$ cat src/rtl/hamming_corrector.sv
// Single-bit corrector for Hamming(12,8) check results, with optional scrub write-back.
// Define HAMMING_SCRUB_EN to build the SCRUB state and scrub_req/scrub_ack handshake.
module hamming_corrector #(
    parameter int ADDR_W = 8,
    parameter int CNT_W  = 8
) (
    input  logic              clk,
    input  logic              reset,
    input  logic              check_valid,
    input  logic              valid_normal_write_in,
    input  logic              valid_normal_read_in,
    input  logic [3:0]        synd,
    input  logic [11:0]       enc_data_old_in,
    input  logic [11:0]       D0_enc_in,
    input  logic [11:0]       D1_enc_in,
    input  logic [11:0]       P_in,
    input  logic [ADDR_W-1:0] address_in,
    output logic              in_ready,
    output logic              out_valid,
    output logic              out_is_write,
    output logic              out_is_read,
    output logic [ADDR_W-1:0] out_address,
    output logic [11:0]       out_codeword,
    output logic [7:0]        out_data,
    output logic [11:0]       D0_enc_out,
    output logic [11:0]       D1_enc_out,
    output logic [11:0]       P_out,
    output logic              err_corrected,
    output logic              err_uncorrectable,
    output logic [3:0]        err_pos,
    output logic              scrub_req,
    output logic [ADDR_W-1:0] scrub_addr,
    output logic [11:0]       scrub_data,
    input  logic              scrub_ack,
    input  logic              cnt_clr,
    output logic [CNT_W-1:0]  corr_cnt,
    output logic [CNT_W-1:0]  uncorr_cnt,
    output logic              drop_err
);

    // Handshake: a result is taken on a clock edge where check_valid && in_ready
    // and at least one flow flag is set; anything else is not consumed.
    logic        flow_ok;
    logic        accept;
    logic        fix_en;
    logic        unc_en;
    logic [11:0] fixed_cw;
    logic [7:0]  fixed_data;

    assign flow_ok = valid_normal_write_in | valid_normal_read_in;
    assign accept  = check_valid & in_ready & flow_ok;
    assign fix_en  = (synd != 4'd0) && (synd <= 4'd12);
    assign unc_en  = (synd >= 4'd13);

    always_comb begin
        fixed_cw = '0;
        for (int i = 0; i < 12; i++) begin
            fixed_cw[i] = enc_data_old_in[i] ^ (fix_en && (synd == 4'(i + 1)));
        end
    end

    // Data bits sit at Hamming positions 3,5,6,7,9,10,11,12.
    assign fixed_data = {fixed_cw[11], fixed_cw[10], fixed_cw[9], fixed_cw[8],
                         fixed_cw[6],  fixed_cw[5],  fixed_cw[4], fixed_cw[2]};

    always_ff @(posedge clk or negedge reset) begin
        if (!reset) begin
            out_valid         <= 1'b0;
            out_is_write      <= 1'b0;
            out_is_read       <= 1'b0;
            out_address       <= '0;
            out_codeword      <= '0;
            out_data          <= '0;
            D0_enc_out        <= '0;
            D1_enc_out        <= '0;
            P_out             <= '0;
            err_corrected     <= 1'b0;
            err_uncorrectable <= 1'b0;
            err_pos           <= '0;
        end else if (accept) begin
            out_valid         <= 1'b1;
            out_is_write      <= valid_normal_write_in;
            out_is_read       <= valid_normal_read_in & ~valid_normal_write_in;
            out_address       <= address_in;
            out_codeword      <= fixed_cw;
            out_data          <= fixed_data;
            D0_enc_out        <= D0_enc_in;
            D1_enc_out        <= D1_enc_in;
            P_out             <= P_in;
            err_corrected     <= fix_en;
            err_uncorrectable <= unc_en;
            err_pos           <= fix_en ? synd : 4'd0;
        end else begin
            out_valid         <= 1'b0;
            out_is_write      <= 1'b0;
            out_is_read       <= 1'b0;
            out_address       <= '0;
            out_codeword      <= '0;
            out_data          <= '0;
            D0_enc_out        <= '0;
            D1_enc_out        <= '0;
            P_out             <= '0;
            err_corrected     <= 1'b0;
            err_uncorrectable <= 1'b0;
            err_pos           <= '0;
        end
    end

    // Saturating counters; a clear wins over a same-cycle increment.
    always_ff @(posedge clk or negedge reset) begin
        if (!reset) begin
            corr_cnt   <= '0;
            uncorr_cnt <= '0;
        end else if (cnt_clr) begin
            corr_cnt   <= '0;
            uncorr_cnt <= '0;
        end else begin
            if (accept && fix_en && (corr_cnt != '1)) begin
                corr_cnt <= corr_cnt + 1'b1;
            end
            if (accept && unc_en && (uncorr_cnt != '1)) begin
                uncorr_cnt <= uncorr_cnt + 1'b1;
            end
        end
    end

`ifdef HAMMING_SCRUB_EN
    typedef enum logic {IDLE = 1'b0, SCRUB = 1'b1} state_t;
    state_t state;
    state_t state_nxt;

    always_ff @(posedge clk or negedge reset) begin
        if (!reset) begin
            state <= IDLE;
        end else begin
            state <= state_nxt;
        end
    end

    always_comb begin
        state_nxt = state;
        case (state)
            IDLE:    if (accept && fix_en) state_nxt = SCRUB;
            SCRUB:   if (scrub_ack) state_nxt = IDLE;
            default: state_nxt = IDLE;
        endcase
    end

    always_comb begin
        in_ready  = (state == IDLE);
        scrub_req = (state == SCRUB);
    end

    // Captured only when a scrub starts, so they stay stable while scrub_req is high.
    always_ff @(posedge clk or negedge reset) begin
        if (!reset) begin
            scrub_addr <= '0;
            scrub_data <= '0;
        end else if (accept && fix_en) begin
            scrub_addr <= address_in;
            scrub_data <= fixed_cw;
        end
    end

    always_ff @(posedge clk or negedge reset) begin
        if (!reset) begin
            drop_err <= 1'b0;
        end else if (check_valid && !in_ready) begin
            drop_err <= 1'b1;
        end
    end
`else
    logic unused_scrub_ack;
    assign unused_scrub_ack = scrub_ack;
    assign in_ready         = 1'b1;
    assign scrub_req        = 1'b0;
    assign scrub_addr       = '0;
    assign scrub_data       = '0;
    assign drop_err         = 1'b0;
`endif

endmodule

$ cat config.mk
export PLATFORM = sky130hd
export DESIGN_NAME = hamming_corrector
export DESIGN_NICKNAME = d
export VERILOG_FILES = /design/src/rtl/hamming_corrector.sv
export SDC_FILE = /design/constraint.sdc
export NUM_CORES = 1
export LEC_CHECK = 0
export ABC_AREA = 1
export BUFFER_PORTS_ARGS = -buffer_cell sky130_fd_sc_hd__clkbuf_2
export CORE_ASPECT_RATIO = 0.9
export CORE_MARGIN = 3
export CORE_UTILIZATION = 35
export DETAILED_ROUTE_END_ITERATION = 7
export GPL_TIMING_DRIVEN = 0
export MAX_ROUTING_LAYER = met4
export SYNTH_ARGS = -nofsm -noshare
export SYNTH_HDL_FRONTEND = slang
export SYNTH_SLANG_ARGS = --single-unit
$ cat constraint.sdc
create_clock -name clk -period 1.66 [get_ports clk]
set_input_delay 0.332 -clock clk [delete_from_list [all_inputs] [get_ports clk]]
set_output_delay 0.332 -clock clk [all_outputs]
set_load 0.05 [all_outputs]
==> key figures, run 1 <==
Clock network
  • Clock slew at reported path FFs: 0.06 ns
  • Total CTS buffers: 9
  • Setup bufs post-CTS: 0
  • Worst skew pair latency: 0.33 ns
  • Clock Tree Buf Depth: 2
  • Clk root buf: clkbuf_16
  • CTS tree: done
  • CTS H-tree lvls: 3
  • Sink Count: 81

Routing
  • Via count: 3,060
  • Drt first-iter violations: 113
  • DRC Markers: 0
  • DR pass1 iterations: 4
  • Via/cell ratio: about 4.2
  • Final ANT Viol Nets: 0
  • WL per Instance: roughly 12 um
  • WL final: 8790 um

Placed design
  • RePlAce Congestion: approximately 0.8
  • Dpl ws: 0.241 ns
  • DP HPWL: 6860 um
  • IO Port Bufs: 153
  • # placed instances: 710

Synthesis
  • Share of the synthesized area in the top cell type: between 50% and 60%
  • Mean Syn Cell Area: 8.73 um2
  • Async SR Flop Fraction: 100%
  • Post-synth top flop: dfrtp_1
  • Syn Inst Count: between 400 and 500
  • Sequential area share after synthesis: 56.8%
  • Yosys warning total: 0
  • Top cells by area, synth: dfrtp_1 (57%), nor2_1 (8.4%), nand2_1 (7.1%)
  • Synth top cells by count: dfrtp_1 (81), nor2_1 (80), nand2_1 (68)
  • Register bit total from synthesis: 81
  • Most numerous cell in the Yosys netlist: dfrtp_1
  • Post-Syn Area: 3570 um2
  • Distinct cells, synth: 23
  • Synth area leader: dfrtp_1
  • EDFF count, synth: 0

Floorplanning
  • Io pins: 179
  • Die X: 112 um
  • Core area: 9780 um2
  • Rows: 34
  • Die area: 11,500 um2
  • Die height: between 100 and 150 um
  • Initial core utilization: ~36%

Timing
  • RSZ-0062 raised after global routing: no
  • Final Slew Violations: 0
  • Number of setup violations in the final report: 0
  • Fmax: between 0.6 and 0.7 GHz
  • Tmin final: 1.46 ns
  • Final worst slack: 0.198 ns
  • Post-route setup TNS: 0 ns
  • Fin crit share: between 80% and 90%
  • Post-Route Skew: 0.00349 ns
  • Final hold vios: 0

Worst hold path
  • Hold Path Stages: 2
  • Hold WC Path Type: input pin to register
  • Hold Crit Start: valid_normal_write_in
  • Hold Path Sink: out_is_read

Critical path
  • Worst R2R Setup Slack: between 0.2 and 0.25 ns
  • CP Capture Type: output port
  • WP data arrival: roughly 1.1 ns
  • R2R depth: 8
  • Critical Path RT: 1.33 ns
  • Crit-path leading delay family: flip-flops
  • CP Max Fanout: 7
  • Crit path buf inv count: 1
  • WS Path Type: register to output port
  • Slowest CP cell: dfrtp_1
  • Worst path max stage delay: 0.47 ns
  • Reg2reg end: uncorr_cnt[2]
  • Critical-path cell list: clkbuf_2
  • Startpoint types: register
  • Worst R2R Start: uncorr_cnt[0]

Global route
  • Initial antenna violation count: 0
  • Largest net degree at the start of global routing: a little over 60
  • Vias in the first global route: around 3,000
  • Congestion Overflow GR: 0
  • GRT Total Usage: 16.3%
  • First-pass GRT wire length: 14,500 um

Power and ir drop
  • Cell area power density: 1040 nW/um2
  • Maximum vdd drop: 0.000478 V
  • Leakage: 2.94 nW

Cells and area
  • Multi-input logic area: 1080 um2
  • Fin cells: 727
  • Share of layout cells above drive strength 1: 37.4%
  • Total area of sequential cells: 2030 um2
  • N_diodes: 0
  • Synth-to-Final Area Change: 37.2%
  • Nets: 665
  • Fin util: about 50%
  • Fillers: 952

Outcome
  • Outcome: finished, final reports clean

Flow run
  • Number of max-cap violations: 0
[metrics by stage]
| stage | cell area [um2] | hold WS (ns) | power (W) |
|---|---|---|---|
| finish | 4900 | 0.169 | 0.00509 |
| global route | 4900 | 0.158 | 0.00533 |
| CTS | 4900 | 0.158 | 0.00516 |
| detailed placement | 4610 | 0.275 | 0.00325 |
| global placement | 4580 | 0.501 | 0.00323 |
| floorplan | 3650 | 0.0364 | 0.00293 |
[registers in the layout (all words and copies together) (netlist names)]
register and flops:
out_address 8, P_out 12, corr_cnt 8, out_is_write 1
out_codeword 5, out_data 7, D1_enc_out 12, uncorr_cnt 8
out_valid 1, D0_enc_out 12, err_uncorrectable 1, err_corrected 1
out_is_read 1, err_pos 4
[layer usage]
layer | global-route usage, % | share of wire, % | vias to the layer above
met3 | 4.09 | 7.7 | 11
met5 | - | 0 | -
met4 | 4.44 | 1.1 | 0
met2 | 26.4 | 46 | 141
met1 | 20.7 | 45 | 1369
li1 | - | - | 1539
[what timing repair did]
action	CTS	global route
resized for setup	0	0
hold endpoints to repair	20	0
hold buffers	1	0
[final cells by class]
| cell class | instances | area share, % |
|---|---|---|
| plain buffers | 40 | 5.80 |
| repair buffers | 155 | 16.4 |
| flip-flops and latches | 81 | 41.4 |
| clock inverters | 7 | 1.23 |
| well taps | 126 | 3.22 |
| multi-input cells | 241 | 22.1 |
| inverters | 68 | 5.21 |
| clock buffers | 9 | 4.60 |
[cells in the final DEF, fill, tap and decap left out, drive strengths merged]
cell | netlist | layout
nand2 | 71 | 71
xor2 | 5 | 5
nor3 | 4 | 4
and3 | 2 | 2
buf | 40 | 41
nand3 | 32 | 32
ha | 2 | 2
clkinvlp | 0 | 3
clkbuf | 0 | 162
xnor2 | 3 | 3
nor2 | 83 | 83
a21oi | 10 | 10
nand4 | 1 | 1
dfrtp | 81 | 81
o21ai | 5 | 5
conb | 2 | 23
inv | 68 | 72
dlygate4sd3 | 0 | 1
[where the power goes]
part	internal, W	switching [W]
combinational	0.000262	0.000822
sequential	0.00208	0.0000405
clock	0.00104	0.000846
[worst max path at each step]
stage,startpoint,to,slack [ns],cells past startpoint
2_1_floorplan,uncorr_cnt[1],uncorr_cnt[3],0.01,8
3_3_place_gp,reset,corr_cnt[0],-0.74,1
3_5_place_dp,uncorr_cnt[0],uncorr_cnt[2],0.24,8
4_1_cts,corr_cnt[4],corr_cnt[4],0.18,1
5_1_grt,corr_cnt[0],corr_cnt[0],0.08,9
6_report,corr_cnt[4],corr_cnt[4],0.20,1
[cell families (layout without fill, tap and decap cells)]
kind of cell / Yosys count / count (layout) / synth area share, %
flip-flops: 81 / 81 / 56.8
adder cells (fa/ha/maj): 2 / 2 / 0.701
AND/OR/NAND/NOR: 193 / 193 / 23.2
XOR/XNOR: 8 / 8 / 1.96
other: 2 / 23 / 0.210
buffers and inverters: 108 / 279 / 15.1
AO/OA/AOI/OAI: 15 / 15 / 2.10
Note: power is estimated with default switching activity, not from simulation.
==> run 2: changes to the inputs <==
--- a/config.mk
+++ b/config.mk
@@ -13,6 +13,7 @@
 export DETAILED_ROUTE_END_ITERATION = 7
 export GPL_TIMING_DRIVEN = 0
 export MAX_ROUTING_LAYER = met4
+export SETUP_SLACK_MARGIN = 0.2
 export SYNTH_ARGS = -nofsm -noshare
 export SYNTH_HDL_FRONTEND = slang
 export SYNTH_SLANG_ARGS = --single-unit
==> run 2 against run 1 <==
Count of clock-buffer cells in the layout did not move. Die area did not move. Clock power barely moved. Combinational power barely moved. Critical path depth did not move. Register-to-register slack improved by 0.11 ns. Design area rose by 1.3%. Final cell count rose by 0.28%. Largest power group unchanged.
==> key figures, run 2 (synthesized netlist as in run 1, its figures left out) <==
Timing
  • Fin crit share: a little under nine tenths
  • Post-Route Skew: slightly above 0.003 ns
  • RSZ-0062 raised after global routing: no
  • Tmin final: approximately 1.4 ns
  • Min Hold Slack: roughly 0.17 ns
  • Fmax: 0.708 GHz
  • Post-route setup TNS: 0 ns
  • Final hold vios: 0
  • Number of setup violations in the final report: 0
  • Final worst slack: ~0.25 ns
  • Final Slew Violations: 0

Critical path
  • Startpoint types: register
  • Slowest CP cell: dfrtp_1
  • CP Max Fanout: 6
  • CP Capture Type: output port
  • Critical-path cell list: clkbuf_4
  • WS Path Type: register to output port
  • Crit path buf inv count: 1
  • WP data arrival: 1.08 ns
  • Worst path max stage delay: approximately 0.47 ns
  • Crit-path leading delay family: flip-flops
  • Critical Path RT: 1.33 ns

Routing
  • Drt first-iter violations: between 100 and 150
  • Wire length on met1: 4050 um
  • WL per Instance: 12.1 um
  • WL final: 8790 um
  • Final ANT Viol Nets: 0
  • DRC Markers: 0
  • Via/cell ratio: between 4 and 5
  • Via count: 3,075
  • DR pass1 iterations: 4
  • Routed wl met2: 3980 um
  • Highest layer used for signal routing: met4
  • Met3 WL: 681 um

Cells and area
  • Fin cells: ~730
  • Most common cell after layout, fill and taps aside: clkbuf_2
  • Most frequent cells in the layout: clkbuf_2 (147), nor2_1 (78), dfrtp_1 (74)
  • Nets: 667
  • Synth-to-Final Area Change: 39.0%
  • Fillers: 980
  • N_diodes: 0
  • Biggest regs: D0_enc_out: 12 flops, D1_enc_out: 12 flops, P_out: 12 flops
  • Share of layout cells above drive strength 1: approximately 39%

Clock network
  • Clock slew at reported path FFs: about 0.06 ns
  • Clk root buf: clkbuf_16
  • Clock Tree Buf Depth: 2
  • CTS tree: done
  • Worst skew pair latency: 0.32 ns
  • Total CTS buffers: 9
  • Sink Count: between 80 and 90
  • CTS H-tree lvls: 3

Floorplanning
  • Initial core utilization: between 30% and 40%
  • Rows: 34
  • Die area: 11,500 um2
  • Die X: 112 um
  • Io pins: 179
  • Core area: around 10000 um2
  • Die height: about 100 um

Power and ir drop
  • Cell area power density: 1030 nW/um2
  • Maximum vdd drop: 0.000422 V
  • Leakage: 2.95 nW
  • Total Power: 0.00509 W

Placed design
  • IO Port Bufs: 153
  • DP HPWL: just under 7000 um
  • RePlAce Congestion: 0.844
  • Dpl ws: ~0.25 ns
  • # placed instances: 710

Global route
  • GRT Total Usage: 16.1%
  • Congestion Overflow GR: 0
  • First-pass GRT wire length: roughly 14,000 um
  • Vias in the first global route: 2,956
  • Largest net degree at the start of global routing: 63
  • Initial antenna violation count: 0

Flow run
  • Number of max-cap violations: 0

Worst hold path
  • Hold WC Path Type: input pin to register

Outcome
  • Outcome: finished, final reports clean
==> run 2: worst paths after layout <==
kind                                        from       endpoint  slack, ns  cells past startpoint
min reg2reg                        uncorr_cnt[1]  uncorr_cnt[1]       0.58                      2
max reg2reg                          corr_cnt[0]    corr_cnt[0]       0.35                      9
max                                uncorr_cnt[4]  uncorr_cnt[4]       0.25                      1
min                        valid_normal_write_in    out_is_read       0.17                      2
min in group asynchronous                  reset  D0_enc_out[0]       0.48                      2
max in group asynchronous                  reset    corr_cnt[3]       0.57                      3
==> run 2: layer usage <==
| layer | GRT usage (%) | vias to the layer above |
|---|---|---|
| met3 | 3.61 | 9 |
| met4 | 3.60 | 0 |
| met5 | - | - |
| met2 | 25.3 | 141 |
| met1 | 21.5 | 1380 |
| li1 | - | 1545 |
==> run 2: stage by stage <==
step,utilization [%],area [um2]
after detailed placement,47.4,4640
after CTS,50.5,4940
after global placement,47.1,4610
after floorplan,-,3690
final,50.7,4960
after global routing,50.7,4960
==> run 2: final cells by class <==
cell class / count / area, um2 / area share [%]
sequential: 81 / 2040 / 41.0
multi-input combinational: 241 / 1120 / 22.5
timing repair buffer: 157 / 828 / 16.7
buffer: 40 / 284 / 5.72
inverter: 68 / 255 / 5.14
clock buffer: 9 / 225 / 4.54
tap: 126 / 158 / 3.18
clock inverter: 7 / 60.1 / 1.21
==> run 2: timing repair <==
action | in CTS | in global routing
hold buffers | 1 | 0
endpoints found under the setup margin | 3 | 12
gates resized for setup | 3 | 5
endpoints found under the hold margin | 19 | 0
gates cloned | 0 | 0
buffers inserted | 0 | 2
==> run 2: power breakdown <==
part / internal, W / switching, W / leakage, nW / total (W)
sequential: 0.00208 / 0.0000406 / 1.06 / 0.00212
clock: 0.00105 / 0.000841 / 0.143 / 0.00189
combinational: 0.000268 / 0.000822 / 1.75 / 0.00109
total: 0.00339 / 0.00170 / 2.95 / 0.00509
